===== config.mk =====
export PLATFORM = sky130hd
export DESIGN_NAME = sfx_playback_sched
export DESIGN_NICKNAME = d
export VERILOG_FILES = /design/src/rtl/sfx_pkg.sv /design/src/rtl/sfx_playback_sched_prio_arb.sv /design/src/rtl/sfx_playback_sched.sv
export SDC_FILE = /design/constraint.sdc
export NUM_CORES = 1
export LEC_CHECK = 0
export ABC_AREA = 1
export BUFFER_PORTS_ARGS = -buffer_cell sky130_fd_sc_hd__clkbuf_2
export CORE_UTILIZATION = 55
export CTS_CLUSTER_DIAMETER = 50
export DETAILED_ROUTE_END_ITERATION = 7
export GPL_TIMING_DRIVEN = 0
export PLACE_DENSITY = 0.85
export SYNTH_ARGS = -nofsm -noshare
export SYNTH_HDL_FRONTEND = slang
export SYNTH_SLANG_ARGS = --single-unit
export TNS_END_PERCENT = 100

===== constraint.sdc =====
create_clock -name CLOCK_50 -period 2.2 [get_ports CLOCK_50]
set_input_delay 0.33 -clock CLOCK_50 [delete_from_list [all_inputs] [get_ports CLOCK_50]]
set_output_delay 0.33 -clock CLOCK_50 [all_outputs]
set_load 0.01 [all_outputs]

===== src/rtl/sfx_pkg.sv =====
// Shared types and tables for the sound-effect playback scheduler.
// Effect layout in the sample ROM is fixed here. Each effect must end below
// 2**SFX_ADDR_W so that playback never wraps through address zero.
package sfx_pkg;

    localparam int NUM_SFX_MAX   = 8;
    localparam int SFX_IDX_MAX_W = 3;
    localparam int SFX_ADDR_W    = 14;

    typedef enum logic [1:0] {
        IDLE  = 2'd0,
        FETCH = 2'd1,
        WAIT  = 2'd2
    } sfx_state_t;

    // Named requester indices; a lower index wins arbitration.
    localparam int SFX_BOMB_PLACE = 0;
    localparam int SFX_EXPLODE    = 1;
    localparam int SFX_PICKUP     = 2;
    localparam int SFX_DEATH      = 3;

    // First ROM word of each effect.
    localparam logic [SFX_ADDR_W-1:0] SFX_BASE [NUM_SFX_MAX] = '{
        14'h0100, 14'h0200, 14'h0300, 14'h0400,
        14'h0800, 14'h0C00, 14'h1000, 14'h2000
    };

    // Number of ROM words per effect; zero is not a legal length.
    localparam logic [SFX_ADDR_W-1:0] SFX_LEN [NUM_SFX_MAX] = '{
        14'd3,  14'd2,  14'd4,  14'd2,
        14'd16, 14'd16, 14'd16, 14'd16
    };

    // Last ROM word used by an effect, handy when checking the table layout.
    function automatic logic [SFX_ADDR_W-1:0] sfx_last_addr(input int idx);
        return SFX_BASE[idx] + SFX_LEN[idx] - 14'd1;
    endfunction

endpackage


===== src/rtl/sfx_playback_sched_prio_arb.sv =====
// Fixed-priority arbiter: the lowest set pending bit wins.
// Purely combinational; returns a one-hot grant, its binary index and a valid flag.
module sfx_prio_arb
    import sfx_pkg::*;
#(
    parameter int NUM_SFX = 4,
    parameter int IDX_W   = 2
) (
    input  logic [NUM_SFX-1:0] pending,
    output logic [NUM_SFX-1:0] grant,
    output logic [IDX_W-1:0]   grant_idx,
    output logic               grant_vld
);

    // Isolate the lowest set bit and encode its position.
    always_comb begin
        grant     = pending & (~pending + NUM_SFX'(1));
        grant_idx = {IDX_W{1'b0}};
        grant_vld = |pending;
        for (int i = 0; i < NUM_SFX; i++) begin
            grant_idx = grant_idx | (grant[i] ? IDX_W'(i) : {IDX_W{1'b0}});
        end
    end

endmodule


===== src/rtl/sfx_playback_sched.sv =====
// Sound-effect playback scheduler.
// Latches one-cycle effect triggers, picks the highest-priority pending effect,
// walks its ROM words and hands each converted sample to the CODEC on the
// read/write-ready handshake. While idle the output mux selects passthrough.
//
// ROM timing: rom_data is sampled on the ROM_LAT-th rising edge after rom_addr
// is updated, so FETCH lasts exactly ROM_LAT cycles.
//
// Optional build macro: SFX_PREEMPT_EN -- when defined, a pending effect of
// higher priority aborts the current one at its next sample consumption.
// The aborted effect is dropped, not resumed.
module sfx_playback_sched
    import sfx_pkg::*;
#(
    parameter int NUM_SFX = 4,
    parameter int ADDR_W  = 14,
    parameter int ROM_LAT = 2,
    parameter int DATA_W  = 16
) (
    input  logic               CLOCK_50,
    input  logic               reset,
    input  logic [NUM_SFX-1:0] sfx_trig,
    input  logic [2:0]         vol,
    input  logic               rw_ready,
    output logic [ADDR_W-1:0]  rom_addr,
    input  logic [DATA_W-1:0]  rom_data,
    output logic [23:0]        sfx_sample,
    output logic               sfx_sel,
    output logic [NUM_SFX-1:0] sfx_busy
);

    localparam int IDX_W = (NUM_SFX > 1) ? $clog2(NUM_SFX) : 1;
    localparam int LAT_W = 2;
    localparam logic [LAT_W-1:0] LAT_LAST = LAT_W'(ROM_LAT - 1);

    // Align a signed ROM word to the top of a 24-bit sample, then attenuate.
    function automatic logic [23:0] sfx_convert(input logic [DATA_W-1:0] word,
                                                input logic [2:0]        shamt);
        logic signed [23:0] ext;
        ext = 24'(signed'(word));
        ext = ext <<< (24 - DATA_W);
        return ext >>> shamt;
    endfunction

    sfx_state_t          state_r;
    sfx_state_t          state_nxt_s;
    logic [NUM_SFX-1:0]  pending_r;
    logic [NUM_SFX-1:0]  pend_clr_s;
    logic [ADDR_W-1:0]   rom_addr_r;
    logic [ADDR_W-1:0]   remaining_r;
    logic [NUM_SFX-1:0]  sfx_busy_r;
    logic [LAT_W-1:0]    lat_cnt_r;
    logic [23:0]         sfx_sample_r;
    logic                sfx_sel_r;

    logic [NUM_SFX-1:0]  arb_grant_s;
    logic [IDX_W-1:0]    arb_idx_s;
    logic                arb_vld_s;
    logic [ADDR_W-1:0]   base_s;
    logic [ADDR_W-1:0]   len_s;

    logic                grant_s;
    logic                capture_s;
    logic                advance_s;
    logic                finish_s;

    sfx_prio_arb #(
        .NUM_SFX (NUM_SFX),
        .IDX_W   (IDX_W)
    ) u_arb (
        .pending   (pending_r),
        .grant     (arb_grant_s),
        .grant_idx (arb_idx_s),
        .grant_vld (arb_vld_s)
    );

    // Look up the ROM window of the effect the arbiter currently favours.
    always_comb begin
        base_s = ADDR_W'(SFX_BASE[SFX_IDX_MAX_W'(arb_idx_s)]);
        len_s  = ADDR_W'(SFX_LEN[SFX_IDX_MAX_W'(arb_idx_s)]);
    end

`ifdef SFX_PREEMPT_EN
    logic lower_pend_s;

    // A pending index below the busy one; busy is one-hot so busy-1 masks the lower bits.
    always_comb begin
        lower_pend_s = |(pending_r & (sfx_busy_r - NUM_SFX'(1)));
    end
`endif

    // State register.
    always_ff @(posedge CLOCK_50 or posedge reset) begin
        if (reset) begin
            state_r <= IDLE;
        end else begin
            state_r <= state_nxt_s;
        end
    end

    // Next-state logic and per-cycle control strobes.
    always_comb begin
        state_nxt_s = state_r;
        grant_s     = 1'b0;
        capture_s   = 1'b0;
        advance_s   = 1'b0;
        finish_s    = 1'b0;
        case (state_r)
            IDLE: begin
                if (arb_vld_s) begin
                    grant_s     = 1'b1;
                    state_nxt_s = FETCH;
                end else begin
                    state_nxt_s = IDLE;
                end
            end
            FETCH: begin
                if (lat_cnt_r == LAT_LAST) begin
                    capture_s   = 1'b1;
                    state_nxt_s = WAIT;
                end else begin
                    state_nxt_s = FETCH;
                end
            end
            WAIT: begin
                if (rw_ready) begin
`ifdef SFX_PREEMPT_EN
                    if (lower_pend_s) begin
                        grant_s     = 1'b1;
                        state_nxt_s = FETCH;
                    end else if (remaining_r > ADDR_W'(1)) begin
                        advance_s   = 1'b1;
                        state_nxt_s = FETCH;
                    end else begin
                        finish_s    = 1'b1;
                        state_nxt_s = IDLE;
                    end
`else
                    if (remaining_r > ADDR_W'(1)) begin
                        advance_s   = 1'b1;
                        state_nxt_s = FETCH;
                    end else begin
                        finish_s    = 1'b1;
                        state_nxt_s = IDLE;
                    end
`endif
                end else begin
                    state_nxt_s = WAIT;
                end
            end
            default: begin
                state_nxt_s = IDLE;
            end
        endcase
    end

    // Pending bits to drop: only the effect granted this cycle.
    always_comb begin
        if (grant_s) begin
            pend_clr_s = arb_grant_s;
        end else begin
            pend_clr_s = {NUM_SFX{1'b0}};
        end
    end

    // Pending requests; a trigger in the grant cycle keeps its bit set for a replay.
    always_ff @(posedge CLOCK_50 or posedge reset) begin
        if (reset) begin
            pending_r <= {NUM_SFX{1'b0}};
        end else begin
            pending_r <= (pending_r & ~pend_clr_s) | sfx_trig;
        end
    end

    // ROM address walk, remaining-sample count and busy indication.
    always_ff @(posedge CLOCK_50 or posedge reset) begin
        if (reset) begin
            rom_addr_r  <= {ADDR_W{1'b0}};
            remaining_r <= {ADDR_W{1'b0}};
            sfx_busy_r  <= {NUM_SFX{1'b0}};
        end else if (grant_s) begin
            rom_addr_r  <= base_s;
            remaining_r <= len_s;
            sfx_busy_r  <= arb_grant_s;
        end else if (advance_s) begin
            rom_addr_r  <= rom_addr_r + ADDR_W'(1);
            remaining_r <= remaining_r - ADDR_W'(1);
        end else if (finish_s) begin
            sfx_busy_r  <= {NUM_SFX{1'b0}};
        end
    end

    // ROM latency counter, restarted whenever a new address is issued.
    always_ff @(posedge CLOCK_50 or posedge reset) begin
        if (reset) begin
            lat_cnt_r <= {LAT_W{1'b0}};
        end else if (grant_s || advance_s) begin
            lat_cnt_r <= {LAT_W{1'b0}};
        end else if ((state_r == FETCH) && !capture_s) begin
            lat_cnt_r <= lat_cnt_r + LAT_W'(1);
        end
    end

    // Sample capture (vol applied here only) and output mux select.
    always_ff @(posedge CLOCK_50 or posedge reset) begin
        if (reset) begin
            sfx_sample_r <= 24'h000000;
            sfx_sel_r    <= 1'b0;
        end else if (capture_s) begin
            sfx_sample_r <= sfx_convert(rom_data, vol);
            sfx_sel_r    <= 1'b1;
        end else if (finish_s) begin
            sfx_sel_r    <= 1'b0;
        end
    end

    assign rom_addr   = rom_addr_r;
    assign sfx_sample = sfx_sample_r;
    assign sfx_sel    = sfx_sel_r;
    assign sfx_busy   = sfx_busy_r;

endmodule


=== After elaboration in Yosys (flattened, before gate mapping) ===
Memory sizes are Yosys's and may differ from the RTL's.
Cells that the tools add are included.

* Add/subtract/negate cells: 4
* $mul: 0
* Divide/modulo/power cells: 0
* $lt $le $gt $ge: 2
* Eq/ne operators: 4
* Shift-type cells: 1
* Mux-type cells: 34
* Bitwise gates (word level): 8
* Reductions and logical operators: 10

{| class="wikitable"
|+ Operators by type and width
! cell !! number
|-
| 14-bit two-way mux || 8
|-
| 24-bit by 3-bit >>> shifter with 24-bit output || 1
|-
| 4-bit two-way mux || 4
|-
| 1-bit two-way mux || 15
|-
| 14-bit by 1-bit adder with 14-bit output (second input constant) || 1
|-
| 14-bit by 1-bit greater-than comparator with 1-bit output (second input constant) || 1
|-
| 14-bit by 1-bit subtractor with 14-bit output (second input constant) || 1
|-
| 2-bit two-way mux || 6
|-
| 4-bit AND || 2
|-
| 4-bit inverter || 2
|-
| 2-bit nonzero test || 4
|-
| 2-bit one-hot mux with 3 select lines || 1
|-
| 4-bit by 1-bit adder with 4-bit output (second input constant) || 1
|-
| 2-bit by 1-bit equality test with 1-bit output (second input constant) || 2
|-
| 4-bit >= comparator (second input constant) || 1
|-
| 2-bit inverter with 4-bit output || 1
|-
| 2-bit bitwise OR || 2
|-
| 4-bit bitwise OR || 1
|-
| 4-bit OR reduction || 1
|-
| 2-bit by 1-bit adder with 2-bit output (second input constant) || 1
|-
| 2-bit equality test (second input constant) || 1
|-
| 2-bit logical NOT || 1
|-
| 2-bit != test (second input constant) || 1
|-
| 2-bit AND reduction || 1
|-
| other kinds (3) || 3
|}

* Bits in registers: 65
* Latch bits: 0
* RAM bits: 0
* Bits in read-only memories: 224
* Output and inout port bits: 43
* Word-level logic and storage cells: 73
* Memories kept: 2

{| class="wikitable"
|+ Memories
! name !! words !! bits a word !! rd ports !! clocked after memory_dff !! write ports !! RTL line !! source
|-
| (no name shown) || 8 || 14 || 1 || 0 || 0 || sfx_playback_sched.sv:80 || <nowiki>len_s = ADDR_W'(SFX_LEN[SFX_IDX_MAX_W'(arb_idx_s)]);</nowiki>
|-
| (no name shown) || 8 || 14 || 1 || 0 || 0 || sfx_playback_sched.sv:79 || <nowiki>base_s = ADDR_W'(SFX_BASE[SFX_IDX_MAX_W'(arb_idx_s)]);</nowiki>
|}

=== Longest topological paths before layout ===
* Depth in word-level cells: 11
* Mapped depth: 10

=== Hierarchy ===
A second synthesis with hierarchy kept.

* Cells, all modules: 546
* Area, all modules: 3,892.5 sq um

{| class="wikitable"
|+ By module, submodules not included
! module !! instances !! cells each !! area each (sq um)
|-
| sfx_playback_sched || 1 || 532 || 3,819.9
|-
| sfx_prio_arb || 1 || 14 || 72.6
|}

=== Worst setup path before layout ===
OpenSTA, ideal clock, no wires.

* Path kind: register -> register
* Start point: reg remaining_r[0]
* End point: reg remaining_r[1]
* Arrival time: 1,419 ps
* Data required time: 2,080 ps
* Slack: 660 ps
* Stages on the path, launching flop included: 11
* Clock period less this slack: 1,540 ps
* Path through: dfrtp_1 > inv_1 > ha_1 > inv_1 > nor2_2 > nand2_1 > nand3_2 > nand2_2 > buf_2 > o21ai_1 > nand2_1

* Longest elaborated chain between the ends: 5

{| class="wikitable"
|+ RTL lines
! what !! RTL line !! source
|-
| from (decl) || sfx_playback_sched.sv:50 || <nowiki>logic [ADDR_W-1:0] remaining_r;</nowiki>
|-
| from (signal assigned) || sfx_playback_sched.sv:179 || <nowiki>remaining_r <= {ADDR_W{1'b0}};</nowiki>
|-
| from (signal assigned) || sfx_playback_sched.sv:183 || <nowiki>remaining_r <= len_s;</nowiki>
|-
| from (signal assigned) || sfx_playback_sched.sv:187 || <nowiki>remaining_r <= remaining_r - ADDR_W'(1);</nowiki>
|-
| 14-bit by 1-bit greater-than comparator with 1-bit output || sfx_playback_sched.sv:139 || <nowiki>if (remaining_r > ADDR_W'(1)) begin</nowiki>
|-
| 1-bit two-way mux || sfx_playback_sched.sv:139 ||
|-
| 1-bit two-way mux || sfx_playback_sched.sv:126 || <nowiki>if (rw_ready) begin</nowiki>
|-
| 1-bit two-way mux || sfx_playback_sched.sv:108 || <nowiki>case (state_r)</nowiki>
|-
| 2-bit nonzero test (no source line) || - ||
|}

Several ways; a longest one is shown, not always the timed one. The select of a mux whose other input is x is not followed.
A chain may end at the register's enable or synchronous reset.

=== Worst setup path in the final report ===
Same ends and word-level chain as after synthesis.

==> impl_metrics.py <==
metrics = {
    "status": {
        "status": "finished clean",
    },
    "grt": {
        "grt_antenna_before_repair": 0,
        "grt_start_max_net_pins": 39,
        "gr-total-overflow": 0,
        "first_global_vias": 3577,
        "grt_pass1_wl_um": 15600,
        "grt.total_usage_pct": 27.2,
    },
    "route": {
        "initial_drt_markers": 206,
        "routed_wl_um": 9270,
        "remaining_drc_errors": 0,
        "num_vias": 3743,
        "vias_per_cell": 5.21,
        "dr.pass1.iters": 4,
        "postRouteAntennaNets": 0,
        "avgRoutedWirePerCell_um": 12.9,
    },
    "synthesis": {
        "syn_std_cell_area_sq_mm": 0.00386,
        "most_instantiated_library_cell_after_synthesis": "nand2_1",
        "synth_cells": 539,
        "syn_area_per_cell_sq_um": 7.17,
        "synthesized_area_fraction_occupied_by_ao_oa_aoi_and_oai_cells_pct": 9.16,
        "synth.mux.area_fraction_pct": 1.07,
        "async_reset_ff_share_pct": 100,
        "synth_top_cell_area_share_pct": 41.5,
        "dominant_combinational_cell_family_by_area_after_synthesis": "simple AND/OR/NAND/NOR gates",
        "synth.yosys.warnings": 0,
        "yosys.area_share.adder_pct": 2.59,
        "post_synth_most_frequent_cells": "189 x nand2_1, 64 x dfrtp_1, 58 x nor2_1",
        "post_synth_xor_area_fraction_pct": 2.95,
        "synth-seq-area-share_pct": 41.5,
        "ys_dominant_reg_cell": "dfrtp_1",
        "synth_area_leader_cell": "dfrtp_1",
        "synth.area.top_cells": "dfrtp_1 41%, nand2_1 18%, nand3_1 7.4%",
        "synth_edf_count": 0,
        "synth_cell_types": 36,
        "yosys.area_share.simple_pct": 35.1,
        "postSynthNetCount": 573,
        "ys_seq_elements": 64,
    },
    "clock_tree": {
        "tritoncts": "done",
        "cts.sinks": 64,
        "cts.clk_slew.worst_paths_ps": 80,
        "postCtsSetupBuffers": 0,
        "max_buffers_root_to_sink": 2,
        "htreeDepth": 3,
        "cts_inserted_buffers": 9,
        "root_buffer_selected_by_cts": "clkbuf_8",
        "postCtsResizedCells": 0,
        "ctsHoldBuffers": 0,
        "worstSkewPairLatency_ps": 350,
    },
    "die": {
        "rows": 30,
        "die_height_um": 85.8,
        "die_area_sq_mm": 0.00736,
        "floorplan.die.width_um": 85.8,
        "floorplan.core_area_sq_mm": 0.00679,
        "initial_utilization_pct": 56.9,
        "design.portCount": 69,
    },
    "placement": {
        "numPlacedInstances": 702,
        "portBuffers": 66,
        "place_hpwl_um": 6820,
        "dp_slack_ps": 439,
        "weighted_congestion_at_the_end_of_routability_driven_global_placement": 0.952,
    },
    "sta": {
        "slew_headroom_pct": 61.5,
        "fin_ws_ps": 414,
        "period_needed_ps": 1790,
        "fmax_mhz": 560,
        "timing.clock.skew_ps": 13.8,
        "number_of_endpoints_with_negative_hold_slack_in_the_final_report": 0,
        "setup_total_negative_slack_ps": 0,
        "final_max_slew_viol_count": 0,
        "rsz0062_at_grt": "false",
        "post-route-period-util_pct": 81.2,
        "setup_viol": 0,
        "tightest_slew_ps": 576,
    },
    "critical_path": {
        "cp-start-kind": "flop",
        "crit_fanout": 10,
        "sequence_of_cells_on_the_critical_path": "inv_1 -> ha_1 -> inv_1 -> nor2_2 -> nand2_1 -> nand3_2 -> nand2_2 -> buf_2 -> o21ai_1 -> nand2_1",
        "worst_path_max_delay_cell": "dfrtp_1",
        "criticalPathCategory": "reg -> reg",
        "end_kind": "flop",
        "critical-path-max-stage-delay_ps": 430,
        "worst-r2r-setup-slack_ps": 410,
        "required_ps": 2430,
        "worst_path_arrival_ps": 2010,
    },
    "pwr": {
        "leakage_nw": 2.48,
        "max-vdd-ir-drop_v": 0.000749,
        "power-per-cell-area_mw_per_mm2": 1220,
        "totalPowerFinal_mw": 5.60,
    },
    "final_layout": {
        "num-nets-final": 651,
        "area_growth_syn_to_layout_pct": 18.7,
        "drive_above_1_share_pct": 18.8,
        "antenna-diode-count": 0,
        "non_filler_instance_count_after_layout": 718,
    },
    "worst_hold_path": {
        "timing.hold.worst.class": "in -> async",
    },
    "job": {
        "drv.max_cap_violation_count": 0,
    },
}
[power by group]
part / switching (mW) / leakage [nW] / internal, mW / total (mW)
clock: 0.499 / 0.119 / 0.788 / 1.29
sequential: 0.312 / 0.815 / 1.55 / 1.86
combinational: 1.56 / 1.54 / 0.884 / 2.44
[critical path: cells and delay by family (launching register included)]
kind / cells / cell delay (ps)
flip-flops: 1 / 430
buffers and inverters: 3 / 400
adder cells (fa/ha/maj): 1 / 240
AO/OA/AOI/OAI: 1 / 100
AND/OR/NAND/NOR: 5 / 510
[cell families after synthesis]
logic type | Yosys count
and+or+nand+nor | 325
buffers and inverters | 66
DFF | 64
adders and majority gates | 8
other | 1
AOI/OAI and AO/OA | 58
muxes | 4
xor gates and xnor gates | 13
[final timing paths]
| path | cells after the start | start | endpoint |
|---|---|---|---|
| hold / removal | 2 | reset | sfx_sample[20] |
| hold reg to reg | 2 | sfx_sel | sfx_sel |
| setup reg to reg | 10 | remaining_r[0] | remaining_r[1] |
| min in group CLOCK_50 | 2 | sfx_trig[2] | pending_r[2] |
| setup / recovery | 10 | remaining_r[0] | remaining_r[1] |
| max in group asynchronous | 3 | reset | pending_r[3] |
[metal layers]
| layer | share of wire [%] | GRT usage (%) | up-vias |
|---|---|---|---|
| li1 | - | - | 1875 |
| met1 | 43 | 32.1 | 1710 |
| met2 | 49 | 47.0 | 131 |
| met3 | 5.3 | 4.81 | 27 |
| met4 | 3.3 | 15.2 | 0 |
| met5 | 0 | 0 | - |
[cell usage in the layout (no fill, tap or decap), drive strengths merged, types with 2 or more instances in the layout]
cell / synthesis / routed
xnor2: 4 / 4
nor2: 63 / 63
mux2i: 3 / 3
a21o: 2 / 2
clkinvlp: 0 / 2
nor3: 2 / 2
o211ai: 14 / 14
a21oi: 2 / 2
o21bai: 3 / 3
bufinv: 0 / 3
ha: 8 / 8
nand2: 191 / 191
nand3: 59 / 59
nand4: 4 / 4
o21ai: 33 / 33
xor2: 9 / 9
clkbuf: 6 / 82
dfrtp: 64 / 64
inv: 46 / 47
buf: 14 / 15
or2: 5 / 5
[registers in the layout (all words and copies together) (netlist names)]
name / flops
lat_cnt_r: 2
rom_addr: 14
remaining_r: 14
sfx_sample: 23
sfx_busy: 4
state_r: 2
pending_r: 4
sfx_sel: 1
[through the flow]
stage,cell area (sq um),utilization (%),hold WS (ps)
finish,4590,67.5,18.4
detailed placement,4330,63.8,407
floorplan,3860,-,422
global placement,4310,63.5,456
global route,4590,67.5,69.5
CTS,4590,67.5,30.9
[cell type report]
type / count / area, sq um
multi-input cells: 409 / 1970
well taps: 96 / 120
repair buffers: 67 / 350
inverters: 46 / 173
clock inverters: 6 / 114
flip-flops and latches: 64 / 1600
plain buffers: 20 / 121
clock buffers: 10 / 138
fillers: 551 / 2210
Note: power is estimated with default switching activity, not from simulation.
